[src/rtl/lte_srcxn_inf.sv]
// lte_srcxn_inf: downlink source interface. For each TDM antenna slot it picks
// the live IQ word, a remapped capture-bank word, a constant, a ramp or PRBS15.
// The result is gated by a frame-relative (possibly wrapping) window.
// Configuration is shadowed and switches over only at a live frame head.
// Pipeline: input reg -> source mux -> window gate (3 clocks for every mode).

// One capture lane. It stages TDM slot words and publishes them together, so
// readers never see a half-updated set.
module lte_srcxn_cap_lane #(
  parameter int DW  = 32,
  parameter int TDM = 4,
  parameter int SLW = 2
) (
  input  logic                   clk,
  input  logic                   asy_rst,
  input  logic [SLW-1:0]         wr_slot,
  input  logic [DW-1:0]          din,
  output logic [TDM-1:0][DW-1:0] bank
);
  logic [TDM-1:0][DW-1:0] stage;

  // Stage each slot word; when the last slot lands, commit the full set
  always_ff @(posedge clk) begin
    if (asy_rst) begin
      stage <= '0;
      bank  <= '0;
    end else begin
      stage[wr_slot] <= din;
      if (wr_slot == SLW'(TDM-1))
        for (int s = 0; s < TDM; s++)
          bank[s] <= (wr_slot == SLW'(s)) ? din : stage[s];
    end
  end
endmodule

module lte_srcxn_inf #(
  parameter int DW        = 32,
  parameter int NLANE     = 2,
  parameter int TDM       = 4,
  parameter int SELW      = 4,
  parameter int FRAME_LEN = 4915200,
  parameter int CNTW      = 24
) (
  input  logic                  clk,
  input  logic                  asy_rst,
  input  logic                  i_cap_hd,
  input  logic [NLANE*DW-1:0]   i_cap_iq,
  input  logic                  i_framn_hd,
  input  logic [DW-1:0]         i_datan_iq,
  input  logic [2:0]            i_mode,
  input  logic [TDM*SELW-1:0]   i_sel_cfg,
  input  logic [DW-1:0]         i_const_iq,
  input  logic                  i_win_en,
  input  logic [CNTW-1:0]       i_win_start,
  input  logic [CNTW-1:0]       i_win_end,
  input  logic                  i_cfg_upd,
  input  logic                  i_err_clr,
  output logic [DW-1:0]         o_data_iq,
  output logic                  o_fram_hd,
  output logic                  o_slot0,
  output logic                  o_hd_err
);
  localparam int SLW = $clog2(TDM);
  localparam logic [14:0] LFSR_SEED = 15'h7FFF;

  typedef struct packed {
    logic [2:0]          mode;
    logic [TDM*SELW-1:0] sel;
    logic [DW-1:0]       cval;
    logic                win_en;
    logic [CNTW-1:0]     ws;
    logic [CNTW-1:0]     we;
  } cfg_t;

  function automatic logic [TDM*SELW-1:0] sel_ident();
    logic [TDM*SELW-1:0] r;
    r = '0;
    for (int k = 0; k < TDM; k++) r[k*SELW +: SELW] = SELW'(k);
    return r;
  endfunction

  localparam logic [TDM*SELW-1:0] SEL_ID = sel_ident();
  localparam cfg_t CFG_RST = '{mode: 3'd0, sel: SEL_ID, cval: '0,
                               win_en: 1'b0, ws: '0, we: '0};

  // ---------------- capture bank ----------------
  logic [SLW-1:0]                      cap_slot, cap_cur;
  logic [NLANE-1:0][TDM-1:0][DW-1:0]   bank;

  assign cap_cur = i_cap_hd ? '0 : cap_slot + SLW'(1);

  // Capture slot tracks the slot of the last written capture sample
  always_ff @(posedge clk) begin
    if (asy_rst) cap_slot <= '0;
    else         cap_slot <= cap_cur;
  end

  for (genvar n = 0; n < NLANE; n++) begin : g_lane
    lte_srcxn_cap_lane #(.DW(DW), .TDM(TDM), .SLW(SLW)) u_lane (
      .clk     (clk),
      .asy_rst (asy_rst),
      .wr_slot (cap_cur),
      .din     (i_cap_iq[n*DW +: DW]),
      .bank    (bank[n])
    );
  end

  // ---------------- stage 1: input reg, counters, config ----------------
  cfg_t            act, shd;
  logic            pend, seen_hd;
  logic [DW-1:0]   d1_iq;
  logic [SLW-1:0]  slot_cnt;
  logic [CNTW-1:0] cyc_cnt;
  logic [14:0]     lfsr;
  logic [3:1]      hd_pipe;
  logic [3:2]      s0_pipe;
  logic            last_cyc;

  assign last_cyc = (cyc_cnt == CNTW'(FRAME_LEN-1));

  // Register the live sample and align slot/cycle counters and PRBS to it
  always_ff @(posedge clk) begin
    if (asy_rst) begin
      d1_iq      <= '0;
      hd_pipe[1] <= 1'b0;
      slot_cnt   <= '0;
      cyc_cnt    <= '0;
      lfsr       <= LFSR_SEED;
    end else begin
      d1_iq      <= i_datan_iq;
      hd_pipe[1] <= i_framn_hd;
      if (i_framn_hd) begin
        slot_cnt <= '0;
        cyc_cnt  <= '0;
        lfsr     <= LFSR_SEED;
      end else begin
        slot_cnt <= slot_cnt + SLW'(1);
        cyc_cnt  <= last_cyc ? '0 : cyc_cnt + CNTW'(1);
        lfsr     <= {lfsr[13:0], lfsr[14] ^ lfsr[13]};
      end
    end
  end

  // Shadow config: a head consumes the old shadow even if an update lands with it
  always_ff @(posedge clk) begin
    if (asy_rst) begin
      act  <= CFG_RST;
      shd  <= CFG_RST;
      pend <= 1'b0;
    end else begin
      if (i_framn_hd && pend) act <= shd;
      if (i_cfg_upd) begin
        shd  <= '{mode: i_mode, sel: i_sel_cfg, cval: i_const_iq,
                  win_en: i_win_en, ws: i_win_start, we: i_win_end};
        pend <= 1'b1;
      end else if (i_framn_hd) begin
        pend <= 1'b0;
      end
    end
  end

  // Sticky head-timing error; the first head after reset only establishes timing
  always_ff @(posedge clk) begin
    if (asy_rst) begin
      seen_hd  <= 1'b0;
      o_hd_err <= 1'b0;
    end else begin
      if (i_framn_hd) seen_hd <= 1'b1;
      if (i_framn_hd && seen_hd && !last_cyc) o_hd_err <= 1'b1;
      else if (i_err_clr)                     o_hd_err <= 1'b0;
    end
  end

  // ---------------- stage 2: source mux + window decision ----------------
  logic [SELW-1:0] sel_idx;
  logic [DW-1:0]   bank_word, src;
  logic            pass;

  // Pick the source word for the current live slot and decide the window
  always_comb begin
    sel_idx = '0;
    for (int k = 0; k < TDM; k++)
      if (slot_cnt == SLW'(k)) sel_idx = act.sel[k*SELW +: SELW];
    bank_word = '0;
    for (int n = 0; n < NLANE; n++)
      for (int s = 0; s < TDM; s++)
        if (sel_idx == SELW'(n*TDM + s)) bank_word = bank[n][s];
    case (act.mode)
      3'd1:    src = bank_word;
      3'd2:    src = act.cval;
      3'd3:    src = {{(DW-15){1'b0}}, lfsr};
      3'd4:    src = {cyc_cnt[DW/2-1:0], cyc_cnt[DW/2-1:0]};
      default: src = d1_iq;
    endcase
    if (!act.win_en)          pass = 1'b1;
    else if (act.ws <= act.we) pass = (cyc_cnt >= act.ws) && (cyc_cnt <= act.we);
    else                       pass = (cyc_cnt >= act.ws) || (cyc_cnt <= act.we);
  end

  logic [DW-1:0] d2_iq;
  logic          d2_pass;

  // Register mux result, window decision and sideband
  always_ff @(posedge clk) begin
    if (asy_rst) begin
      d2_iq      <= '0;
      d2_pass    <= 1'b0;
      hd_pipe[2] <= 1'b0;
      s0_pipe[2] <= 1'b0;
    end else begin
      d2_iq      <= src;
      d2_pass    <= pass;
      hd_pipe[2] <= hd_pipe[1];
      s0_pipe[2] <= (slot_cnt == '0);
    end
  end

  // ---------------- stage 3: window gate / outputs ----------------
  // Zero the data outside the window; sideband stays aligned with the data
  always_ff @(posedge clk) begin
    if (asy_rst) begin
      o_data_iq  <= '0;
      hd_pipe[3] <= 1'b0;
      s0_pipe[3] <= 1'b0;
    end else begin
      o_data_iq  <= d2_pass ? d2_iq : '0;
      hd_pipe[3] <= hd_pipe[2];
      s0_pipe[3] <= s0_pipe[2];
    end
  end

  assign o_fram_hd = hd_pipe[3];
  assign o_slot0   = s0_pipe[3];
endmodule
[config.mk]
export PLATFORM = sky130hd
export DESIGN_NAME = lte_srcxn_inf
export DESIGN_NICKNAME = d
export VERILOG_FILES = /design/src/rtl/lte_srcxn_inf.sv
export SDC_FILE = /design/constraint.sdc
export NUM_CORES = 2
export LEC_CHECK = 0
export CORE_UTILIZATION = 35
export DETAILED_ROUTE_END_ITERATION = 6
export PLACE_DENSITY_LB_ADDON = 0.25
export REMOVE_ABC_BUFFERS = 1
export SLEW_MARGIN = 20
export SYNTH_ARGS = -nofsm -noshare
export SYNTH_HDL_FRONTEND = slang
export SYNTH_SLANG_ARGS = --single-unit
export TNS_END_PERCENT = 10
[constraint.sdc]
create_clock -name clk -period 5 [get_ports clk]
set_input_delay 1 -clock clk [delete_from_list [all_inputs] [get_ports clk]]
set_output_delay 1 -clock clk [all_outputs]
set_load 0.005 [all_outputs]
==> results_dict.tcl <==
set metrics [dict create \
    synth_area_per_cell_um2 7.89 \
    first_iter_violations 2150 \
    post_cts_resized 0 \
    p_switching_uw 3500 \
    worstHoldEndpoint "o_data_iq[12]" \
    grt_max_degree 174 \
    crit_chain "inv_1, ha_1, nor2b_1, o21ai_1, o31a_2, buf_4, and3_1, a211oi_1, a31oi_1, o22ai_1" \
    grt_pass1_wl_um 147000 \
    hold_violations 0 \
    p_clk_share_pct 47.3 \
    grtUsageTotal_pct 20.6 \
    worst_setup_path_end_kind "register" \
    cts_buffer_depth 3 \
    tns_ns 0 \
    tritoncts "built" \
    die_width_um 303 \
    combPwrFrac_pct 7.7 \
    synth_common_cells "1,361 x nand2_1, 796 x dfxtp_1, 633 x a21oi_1" \
    syn_inst 4025 \
    fin_skew_ns 0.0309 \
    io_pins 237 \
    min-delay-start "d2_iq[12]" \
    core_um2 90000 \
    r2r_end "d2_iq[15]" \
    max-slew-margin-rel_pct 29.5 \
    ys_seq_area_share_pct 50.2 \
    io_buffer_count 236 \
    antenna_found_initial 7 \
    max_freq_ghz 0.299 \
    yosys_most_used_dff "dfxtp_1" \
    wire_per_inst_um 18.1 \
    ys_warn_count 0 \
    dpl-instance-area_um2 35100 \
    synth_top_area_cell "dfxtp_1" \
    synth_top_cells_by_area "dfxtp_1 50%, nand2_1 16%, a21oi_1 10%" \
    gr-total-overflow 0 \
    pre_cts_ws_ns 1.51 \
    syn_area_um2 31800 \
    remaining_drc_errors 2 \
    status "finished, violations left" \
    routed_wl_um 97200 \
    critPathSlowestCell "o31a_2" \
    nets 4387 \
    viasPerCell 4.98 \
    holdPathStages 1 \
    r2r_cells 10 \
    cts_buffers 87 \
    hold_class "reg -> reg" \
    cts_sinks 796 \
    cp_slowest_stage_delay_ns 0.75 \
    start_kind "register" \
    p_leak_uw 0.0138 \
    place.detailed.hpwl_um 61300 \
    gp_congestion 0.814 \
    required_ns 5.49 \
    p_int_uw 11300 \
    critPathMaxFanout 28 \
    synth_top_area_share_pct 50.2 \
    violations "design-rule violations" \
    cts.hold.buffers_added 0 \
    fp-row-count 110 \
    vias 26700 \
    synthArstFlopShare_pct 0 \
    yosysMostFrequentCell "nand2_1" \
    worstPathArrival_ns 3.83 \
    finalInstanceArea_um2 38300 \
    cap_violations 0 \
    vdd_drop_max_uv 232 \
    ant_nets 0 \
    clkLatencyLatePin_ns 0.65 \
    r2r-start "slot_cnt[0]" \
    drt_pre_antenna_iters 7 \
    synth_seq_cells 796 \
    synth_edf_count 0 \
    post-cts-setup-buffer-count 0 \
    h-tree-depth 3 \
    root_buffer "clkbuf_16" \
    fin_ws_ns 1.66 \
    start_util_pct 35.3 \
    r2r_setup_slack_ns 1.66 \
    period_needed_ns 3.34 \
    powerDensity_nw_per_um2 385 \
    die_h_um 303 \
    grt_pass1_vias 24700 \
    area_delta_synth_final_pct 20.6 \
    rsz0062_at_grt "false" \
    maxSlewViolCount 0 \
    synthDistinctLibCells 57 \
    worst_pin_slew_ns 1.06 \
    swShare_pct 23.7 \
    fin_crit_sh_pct 66.9 \
    crit_type "reg -> reg" \
    seq_power_share_pct 45.0 \
    clk_pin_slew_ns 0.06 \
    setup_viol 0 \
    die-area_um2 92000 \
    drive_above_1_share_pct 5.60 \
    fin_hold_ws_ns 0.419 \
]
==> power by group through the flow <==
stage,logic (uW),clock network (uW),registers (uW)
floorplan,516,0,6750
global placement,1140,0,6780
detailed placement,1150,0,6780
CTS,1150,7120,6640
global route,1240,7370,6660
finish,1140,6980,6640
==> critical path: cells and delay by family, from the launching register on <==
kind,cells,cell delay (ns)
simple gates,2,0.39
fa+ha+maj,1,0.32
flops,1,0.37
compound gates,5,1.52
buf+inv,2,0.55
==> state kept, by name, indices dropped and copies added, names as in the netlist, 2 cells and up <==
| register | cells |
|---|---|
| cyc_cnt | 24 |
| g_lane.u_lane.bank | 256 |
| slot_cnt | 2 |
| act | 100 |
| d1_iq | 32 |
| shd | 100 |
| cap_slot | 2 |
| lfsr | 15 |
| d2_iq | 32 |
| hd_pipe | 2 |
| g_lane.u_lane.stage | 192 |
| o_data_iq | 32 |
==> how the worst max path moves through the flow <==
| stage | from | endpoint | slack, ns | cells past startpoint |
|---|---|---|---|---|
| 6_report | slot_cnt[0] | d2_iq[15] | 1.66 | 10 |
| 5_1_grt | slot_cnt[0] | d2_iq[31] | 1.45 | 10 |
| 4_1_cts | slot_cnt[0] | d2_iq[6] | 1.67 | 10 |
| 3_5_place_dp | i_framn_hd | act[55] | 1.51 | 5 |
| 3_3_place_gp | i_framn_hd | act[39] | 1.54 | 5 |
| 2_1_floorplan | slot_cnt[1] | d2_iq[15] | -0.81 | 8 |
==> per-layer routing <==
layer / part of all wire [%] / global-route usage (%)
met5: 0.070 / 0
met3: 5.3 / 3.58
met4: 2.4 / 6.69
met2: 46 / 33.3
met1: 46 / 27.8
==> layout by cell type (no fill, tap or decap), types with 28 or more instances in the layout <==
master / Yosys / final
dfxtp_1: 796 / 793
clkdlybuf4s50_1: 0 / 234
o21ai_0: 28 / 28
a21oi_1: 633 / 632
nor2_1: 202 / 201
nand2_1: 1361 / 1358
and3_1: 34 / 34
nand3_1: 84 / 84
mux2i_1: 108 / 108
and2_1: 36 / 33
buf_4: 2 / 34
nor2b_1: 47 / 45
inv_1: 61 / 61
ha_1: 77 / 77
clkbuf_16: 0 / 91
==> cell families after synthesis <==
logic type | count (synthesis) | share of synthesized area (%)
compound gates | 822 | 14.4
xor+xnor | 24 | 0.662
fa+ha+maj | 85 | 3.29
buf+inv | 353 | 4.35
flops | 796 | 50.2
mux | 116 | 3.69
simple gates | 1829 | 23.5
==> area by class of cell <==
class                   count  area (um2)
multi-input cells        2876       14600
diodes                      3        7.51
inverters                  61         229
clock buffers             125        2590
repair buffers            286        2940
flip-flops and latches    796       15900
clock inverters            37         556
fillers                  9196       51700
well taps                1176        1470
==> metrics by stage <==
step	util (%)	power [uW]	instances
3_5_place_dp	39.0	7930	5195
3_3_place_gp	39.0	7920	5195
4_1_cts	42.5	14900	5357
6_report	42.6	14800	5360
2_1_floorplan	-	7260	3733
5_1_grt	42.5	15300	5358
Power figures use the tool's default switching activity.
